### src/rtl/writeback_register_file_if.sv
// Writeback/issue/read bundle for writeback_register_file.
// wb_bus layout: {out_port[DATA_W-1:0], wb_value[DATA_W-1:0], wb_rd[ADDR_W-1:0], wb_en}.
interface writeback_register_file_if #(
    parameter int DATA_W = 16,
    parameter int ADDR_W = 3
);
    logic [2*DATA_W+ADDR_W:0] wb_bus;
    logic                     iss_en;
    logic [ADDR_W-1:0]        iss_rd;
    logic [ADDR_W-1:0]        rs1_addr;
    logic [ADDR_W-1:0]        rs2_addr;
    logic [DATA_W-1:0]        rs1_data;
    logic [DATA_W-1:0]        rs2_data;
    logic                     rs1_busy;
    logic                     rs2_busy;
    logic                     stall;
    logic                     iss_full;
    logic                     err;

    modport master (
        output wb_bus, iss_en, iss_rd, rs1_addr, rs2_addr,
        input  rs1_data, rs2_data, rs1_busy, rs2_busy, stall, iss_full, err
    );

    modport slave (
        input  wb_bus, iss_en, iss_rd, rs1_addr, rs2_addr,
        output rs1_data, rs2_data, rs1_busy, rs2_busy, stall, iss_full, err
    );
endinterface

### src/rtl/writeback_register_file.sv
// Register file with per-register pending-write scoreboard and two combinational read ports.
// Optional write-through bypass from the writeback bus: define RF_BYPASS_EN.
module writeback_register_file #(
    parameter int DATA_W = 16,
    parameter int ADDR_W = 3,
    parameter int CNT_W  = 2
) (
    input  logic                       clk,
    input  logic                       rst,
    writeback_register_file_if.slave   rf
);
    localparam int NREG = 1 << ADDR_W;

    logic [NREG-1:0][DATA_W-1:0] regs_q, regs_d;
    logic [NREG-1:0][CNT_W-1:0]  cnt_q, cnt_d;
    logic                        err_q, err_d;

    logic              wb_en;
    logic [ADDR_W-1:0] wb_rd;
    logic [DATA_W-1:0] wb_value;
    logic              unused_out_port;
    logic              iss_full;
    logic              rs1_busy, rs2_busy;

    assign wb_en           = rf.wb_bus[0];
    assign wb_rd           = rf.wb_bus[ADDR_W:1];
    assign wb_value        = rf.wb_bus[ADDR_W+DATA_W:ADDR_W+1];
    assign unused_out_port = ^rf.wb_bus[2*DATA_W+ADDR_W:ADDR_W+DATA_W+1];

    assign iss_full = rf.iss_en && (cnt_q[rf.iss_rd] == '1);

    // Retire is applied before issue so a same-register pair nets to zero.
    always_comb begin
        regs_d = regs_q;
        cnt_d  = cnt_q;
        err_d  = err_q;
        if (wb_en) begin
            regs_d[wb_rd] = wb_value;
            if (cnt_q[wb_rd] != '0) begin
                cnt_d[wb_rd] = cnt_q[wb_rd] - CNT_W'(1);
            end else begin
                err_d = 1'b1;
            end
        end
        if (rf.iss_en && !iss_full) begin
            cnt_d[rf.iss_rd] = cnt_d[rf.iss_rd] + CNT_W'(1);
        end
    end

    always_ff @(posedge clk or negedge rst) begin
        if (!rst) begin
            regs_q <= '0;
            cnt_q  <= '0;
            err_q  <= 1'b0;
        end else begin
            regs_q <= regs_d;
            cnt_q  <= cnt_d;
            err_q  <= err_d;
        end
    end

`ifdef RF_BYPASS_EN
    logic rs1_hit, rs2_hit;

    assign rs1_hit = wb_en && (wb_rd == rf.rs1_addr);
    assign rs2_hit = wb_en && (wb_rd == rf.rs2_addr);

    assign rf.rs1_data = rs1_hit ? wb_value : regs_q[rf.rs1_addr];
    assign rf.rs2_data = rs2_hit ? wb_value : regs_q[rf.rs2_addr];

    // A retire landing on the last pending write resolves the source this cycle.
    assign rs1_busy = (cnt_q[rf.rs1_addr] != '0) &&
                      !(rs1_hit && (cnt_q[rf.rs1_addr] == CNT_W'(1)));
    assign rs2_busy = (cnt_q[rf.rs2_addr] != '0) &&
                      !(rs2_hit && (cnt_q[rf.rs2_addr] == CNT_W'(1)));
`else
    assign rf.rs1_data = regs_q[rf.rs1_addr];
    assign rf.rs2_data = regs_q[rf.rs2_addr];
    assign rs1_busy    = cnt_q[rf.rs1_addr] != '0;
    assign rs2_busy    = cnt_q[rf.rs2_addr] != '0;
`endif

    assign rf.rs1_busy = rs1_busy;
    assign rf.rs2_busy = rs2_busy;
    assign rf.iss_full = iss_full;
    assign rf.stall    = rs1_busy | rs2_busy | iss_full;
    assign rf.err      = err_q;

endmodule

### src/flat_wrapper.sv
// flat-port wrapper written by rule: the top's interface ports become plain ports
module writeback_register_file_flat 
#(
    parameter int DATA_W = 16,
    parameter int ADDR_W = 3,
    parameter int CNT_W  = 2
)
  (clk, rst, rf_wb_bus, rf_iss_en, rf_iss_rd, rf_rs1_addr, rf_rs2_addr, rf_rs1_data, rf_rs2_data, rf_rs1_busy, rf_rs2_busy, rf_stall, rf_iss_full, rf_err);
  writeback_register_file_if #(.DATA_W(DATA_W), .ADDR_W(ADDR_W)) rf_i ();
  input  logic clk;
  input  logic rst;
  input wire logic [$bits(rf_i.wb_bus)-1:0] rf_wb_bus;
  input wire logic [$bits(rf_i.iss_en)-1:0] rf_iss_en;
  input wire logic [$bits(rf_i.iss_rd)-1:0] rf_iss_rd;
  input wire logic [$bits(rf_i.rs1_addr)-1:0] rf_rs1_addr;
  input wire logic [$bits(rf_i.rs2_addr)-1:0] rf_rs2_addr;
  output wire logic [$bits(rf_i.rs1_data)-1:0] rf_rs1_data;
  output wire logic [$bits(rf_i.rs2_data)-1:0] rf_rs2_data;
  output wire logic [$bits(rf_i.rs1_busy)-1:0] rf_rs1_busy;
  output wire logic [$bits(rf_i.rs2_busy)-1:0] rf_rs2_busy;
  output wire logic [$bits(rf_i.stall)-1:0] rf_stall;
  output wire logic [$bits(rf_i.iss_full)-1:0] rf_iss_full;
  output wire logic [$bits(rf_i.err)-1:0] rf_err;
  assign rf_i.wb_bus = rf_wb_bus;
  assign rf_i.iss_en = rf_iss_en;
  assign rf_i.iss_rd = rf_iss_rd;
  assign rf_i.rs1_addr = rf_rs1_addr;
  assign rf_i.rs2_addr = rf_rs2_addr;
  assign rf_rs1_data = rf_i.rs1_data;
  assign rf_rs2_data = rf_i.rs2_data;
  assign rf_rs1_busy = rf_i.rs1_busy;
  assign rf_rs2_busy = rf_i.rs2_busy;
  assign rf_stall = rf_i.stall;
  assign rf_iss_full = rf_i.iss_full;
  assign rf_err = rf_i.err;
  writeback_register_file #(.DATA_W(DATA_W), .ADDR_W(ADDR_W), .CNT_W(CNT_W)) u_core (.clk(clk), .rst(rst), .rf(rf_i));
endmodule
### config.mk
export PLATFORM = sky130hd
export DESIGN_NAME = writeback_register_file_flat
export DESIGN_NICKNAME = d
export VERILOG_FILES = /design/src/rtl/writeback_register_file_if.sv /design/src/rtl/writeback_register_file.sv /design/src/flat_wrapper.sv
export SDC_FILE = /design/constraint.sdc
export NUM_CORES = 1
export LEC_CHECK = 0
export CAP_MARGIN = 20
export CORE_AREA = 2 2 123 125
export DETAILED_ROUTE_END_ITERATION = 16
export DIE_AREA = 0 0 125 127
export GPL_TIMING_DRIVEN = 0
export MAX_ROUTING_LAYER = met4
export PLACE_DENSITY = 0.9
export SETUP_SLACK_MARGIN = 0.15
export SLEW_MARGIN = 10
export SYNTH_ARGS = -nofsm -noshare
export SYNTH_HDL_FRONTEND = slang
export SYNTH_SLANG_ARGS = --single-unit
### constraint.sdc
create_clock -name clk -period 3.9 [get_ports clk]
set_input_delay 0.78 -clock clk [delete_from_list [all_inputs] [get_ports clk]]
set_output_delay 0.78 -clock clk [all_outputs]
set_load 0.02 [all_outputs]
==> summary.txt <==
Status
  – Status: complete, no violations

Logic synthesis
  – Synth Cell Area: 8219 um^2
  – Yosys cell types: 49
  – Area leader, netlist: dfrtp_1
  – Mapped Cells: 561
  – Main synth FF type: dfrtp_1
  – Ys async rst share: 100.0%
  – Synth Register Bits: 145
  – Synth warn: 0
  – Synth area leaders: dfrtp_1 44%, mux2_2 22%, mux4_2 20%, mux2i_1 2.4%, clkbuf_1 1.2%
  – Post-synth EDFFs: 0
  – Sequential area share after synthesis: 44.15%
  – Post-synth net total: 610
  – Mean post-synth cell area: 14.65 um^2
  – Top cell type's share of synthesized area: 44.15%

Global routing
  – Vias in the first global route: 5958
  – First-pass GRT wire length: 33200 um
  – Largest net degree at the start of global routing: 77
  – GRT Resource Usage Total: 28.57%
  – Antenna violations before repair: 0
  – GRT Residual Overflow: 0

Final layout
  – Area grow syn2layout: 19.20%
  – Finished Layout Cells: 841
  – Ant diodes: 0
  – Final #Nets: 694
  – Layout cells sized above 1: 47.34%
  – Filler cells: 975
  – Final Cell Area: 9797 um^2

Pwr
  – PwrDens: 592.4 nW/um^2
  – Static leakage: 3.949 nW
  – Tot Pwr: 5.804 mW
  – Worst VDD drop: 453.7 uV

Routing
  – WL/cell: 25.71 um
  – DR iter-0 viols: 557
  – Final ANT Viol Nets: 0
  – Vias/cell: 6.652
  – Met2 wire len: 11220 um
  – Routed vias: 5594
  – Top Layer Used: met4
  – First-pass DRT Iterations: 5
  – DRC: 0
  – Final WL: 21620 um
  – WL met1: 8491 um
  – DR WL met3: 1560 um

Min path
  – Hold Path Class: in -> async

Place
  – Placed cell count: 807
  – # port buffers: 60
  – DPL Wire Length: 14240 um
  – Gpl congestion: 0.8945
  – Setup WS pre-CTS: -1123 ps
  – Post-DP Area: 9086 um^2

Die
  – Num rows: 44
  – Die area: 15880 um^2
  – Die Wd: 125 um
  – Die Y: 127 um
  – IO Count: 85
  – Core region area: 14420 um^2
  – Starting Density: 56.98%

Setup path
  – Crit path capture: rf_stall
  – RR Startpoint: u_core.cnt_q[14]
  – Worst reg2reg setup slack: 590 ps
  – Critical path's largest stage delay: 470 ps
  – Crit path from: rf_iss_rd[0]
  – Worst endpoint required time: 3120 ps
  – CP max stage cell: clkdlybuf4s50_1
  – Worst r2r path cells: 10
  – Worst Path Arrival: 2880 ps
  – Critical R2R Capture: u_core.cnt_q[3]
  – Worst-path maximum fanout: 10
  – Crit Path Category: in -> out
  – Nature of the critical path endpoint: primary output
  – CP cell instances: clkdlybuf4s50_1 > buf_4 > nand3_1 > o211ai_1 > a22o_1 > a21boi_0 > and2_1 > or3_1 > dlygate4sd2_1
  – Worst setup SP type: primary input

Timing
  – Unrepaired setup endpoints after global routing: yes
  – Final hold violation count: 0
  – Min Tclk post-route: 3662 ps
  – Clock skew: 10.13 ps
  – Slew Limit Fails: 0
  – Max frequency: 273.1 MHz
  – Rel. slew slack: 44.61%
  – Slew @ Worst Pin: 830.9 ps
  – Setup ws final: 237.9 ps
  – Final setup viols: 0
  – Tcrit/Tclk final: 93.90%

Clocking
  – Root Driver: clkbuf_16
  – Clock latency on the worst-skew pair: 430 ps
  – Clock tree buffer depth: 2
  – CTS tree: built
  – Hold_buf cts: 0
  – CTS clk-pin slew, worst paths: 60 ps
  – CTS sink cnt: 145
  – CTS H-tree depth: 4
  – Number of CTS-inserted buffers: 17

Run
  – Max-cap violations: 0
==> layout make-up <==
cell class | instances | area [um^2] | area share [%]
timing repair buffer | 65 | 653.1 | 6.667
buffer | 41 | 225.2 | 2.299
multi-input combinational | 372 | 4469 | 45.62
inverter | 3 | 11.26 | 0.1149
clock inverter | 10 | 98.84 | 1.009
tap | 184 | 230.2 | 2.350
sequential | 145 | 3628 | 37.04
clock buffer | 21 | 480.5 | 4.904
==> worst max-delay path: cells and delay by family <==
family	cells	cell delay, ps
compound gates	3	490
buf+inv	3	990
simple gates	3	620
==> state kept, by name, summed over array words and instances, names as in the netlist <==
signal         count
u_core.rf.err      1
u_core.cnt_q      16
u_core.regs_q    128
==> stage by stage <==
step	TNS, ps	hold slack (ps)	utilization (%)
6_report	0	387.5	67.92
3_5_place_dp	-29500	448.0	62.99
2_1_floorplan	0	484.4	-
4_1_cts	0	406.9	67.79
3_3_place_gp	-534170	443.7	62.74
5_1_grt	0	435.9	67.92
==> kinds of logic (layout without fill, tap and decap cells) <==
| family | Yosys count | in the layout | share of synthesized area [%] |
|---|---|---|---|
| muxes | 254 | 254 | 44.50 |
| AOI/OAI and AO/OA | 43 | 43 | 3.791 |
| DFF | 145 | 145 | 44.15 |
| adders and majority gates | 1 | 1 | 0.1522 |
| xor gates and xnor gates | 9 | 9 | 1.050 |
| buffers and inverters | 44 | 140 | 2.101 |
| and+or+nand+nor | 65 | 65 | 4.263 |
==> how the worst min path moves through the flow <==
stage                   from           endpoint  slack [ps]  depth (start not counted)
2_1_floorplan            rst    u_core.cnt_q[0]         480                          0
3_3_place_gp   u_core.rf.err      u_core.rf.err         440                          1
3_5_place_dp   u_core.rf.err      u_core.rf.err         450                          1
4_1_cts                  rst  u_core.regs_q[79]         410                          1
5_1_grt                  rst  u_core.regs_q[32]         440                          1
6_report                 rst  u_core.regs_q[32]         390                          1
==> layout by cell type (no fill, tap or decap), types with 9 or more instances in the layout <==
cell type / netlist / layout
buf_4: 2 / 11
clkbuf_1: 27 / 13
clkbuf_16: 0 / 17
clkbuf_2: 0 / 13
clkdlybuf4s50_1: 0 / 53
dfrtp_1: 145 / 145
mux2_2: 161 / 161
mux2i_1: 20 / 20
mux4_2: 72 / 72
nand2_1: 9 / 9
nor2_1: 17 / 17
==> routing by layer <==
layer | vias to the layer above | GRT usage (%)
li1 | 2352 | -
met1 | 2958 | 34.80
met2 | 249 | 46.71
met3 | 35 | 7.789
met4 | 0 | 9.869
met5 | - | -
==> cell usage after synthesis (2+ instances only) <==
cell type	count
o21ai_0	7
nand2b_1	6
mux4_2	72
nor2_1	17
a21oi_1	8
buf_1	12
a21o_1	4
nor3_1	6
a2111oi_0	3
a22o_1	2
mux2i_1	20
mux2_2	161
clkbuf_1	27
nor2b_1	2
xor2_1	2
inv_1	3
nand3_1	8
xnor2_1	6
and2_1	3
a211oi_1	7
nand2_1	9
or3_1	2
and3_1	3
dfrtp_1	145
buf_4	2
==> where the power goes <==
part / leakage, nW / internal (mW) / switching [mW]
Sequential: 1.73 / 1.88 / 0.357
Combinational: 1.93 / 1.10 / 0.869
Clock: 0.282 / 0.947 / 0.648
==> timing repair <==
| action | in CTS | in global routing |
|---|---|---|
| resized for setup | 61 | 17 |
| endpoints found under the setup margin | 51 | 19 |
| buffers inserted | 3 | 0 |
| pin swaps | 2 | 3 |
Power figures use the tool's default switching activity.
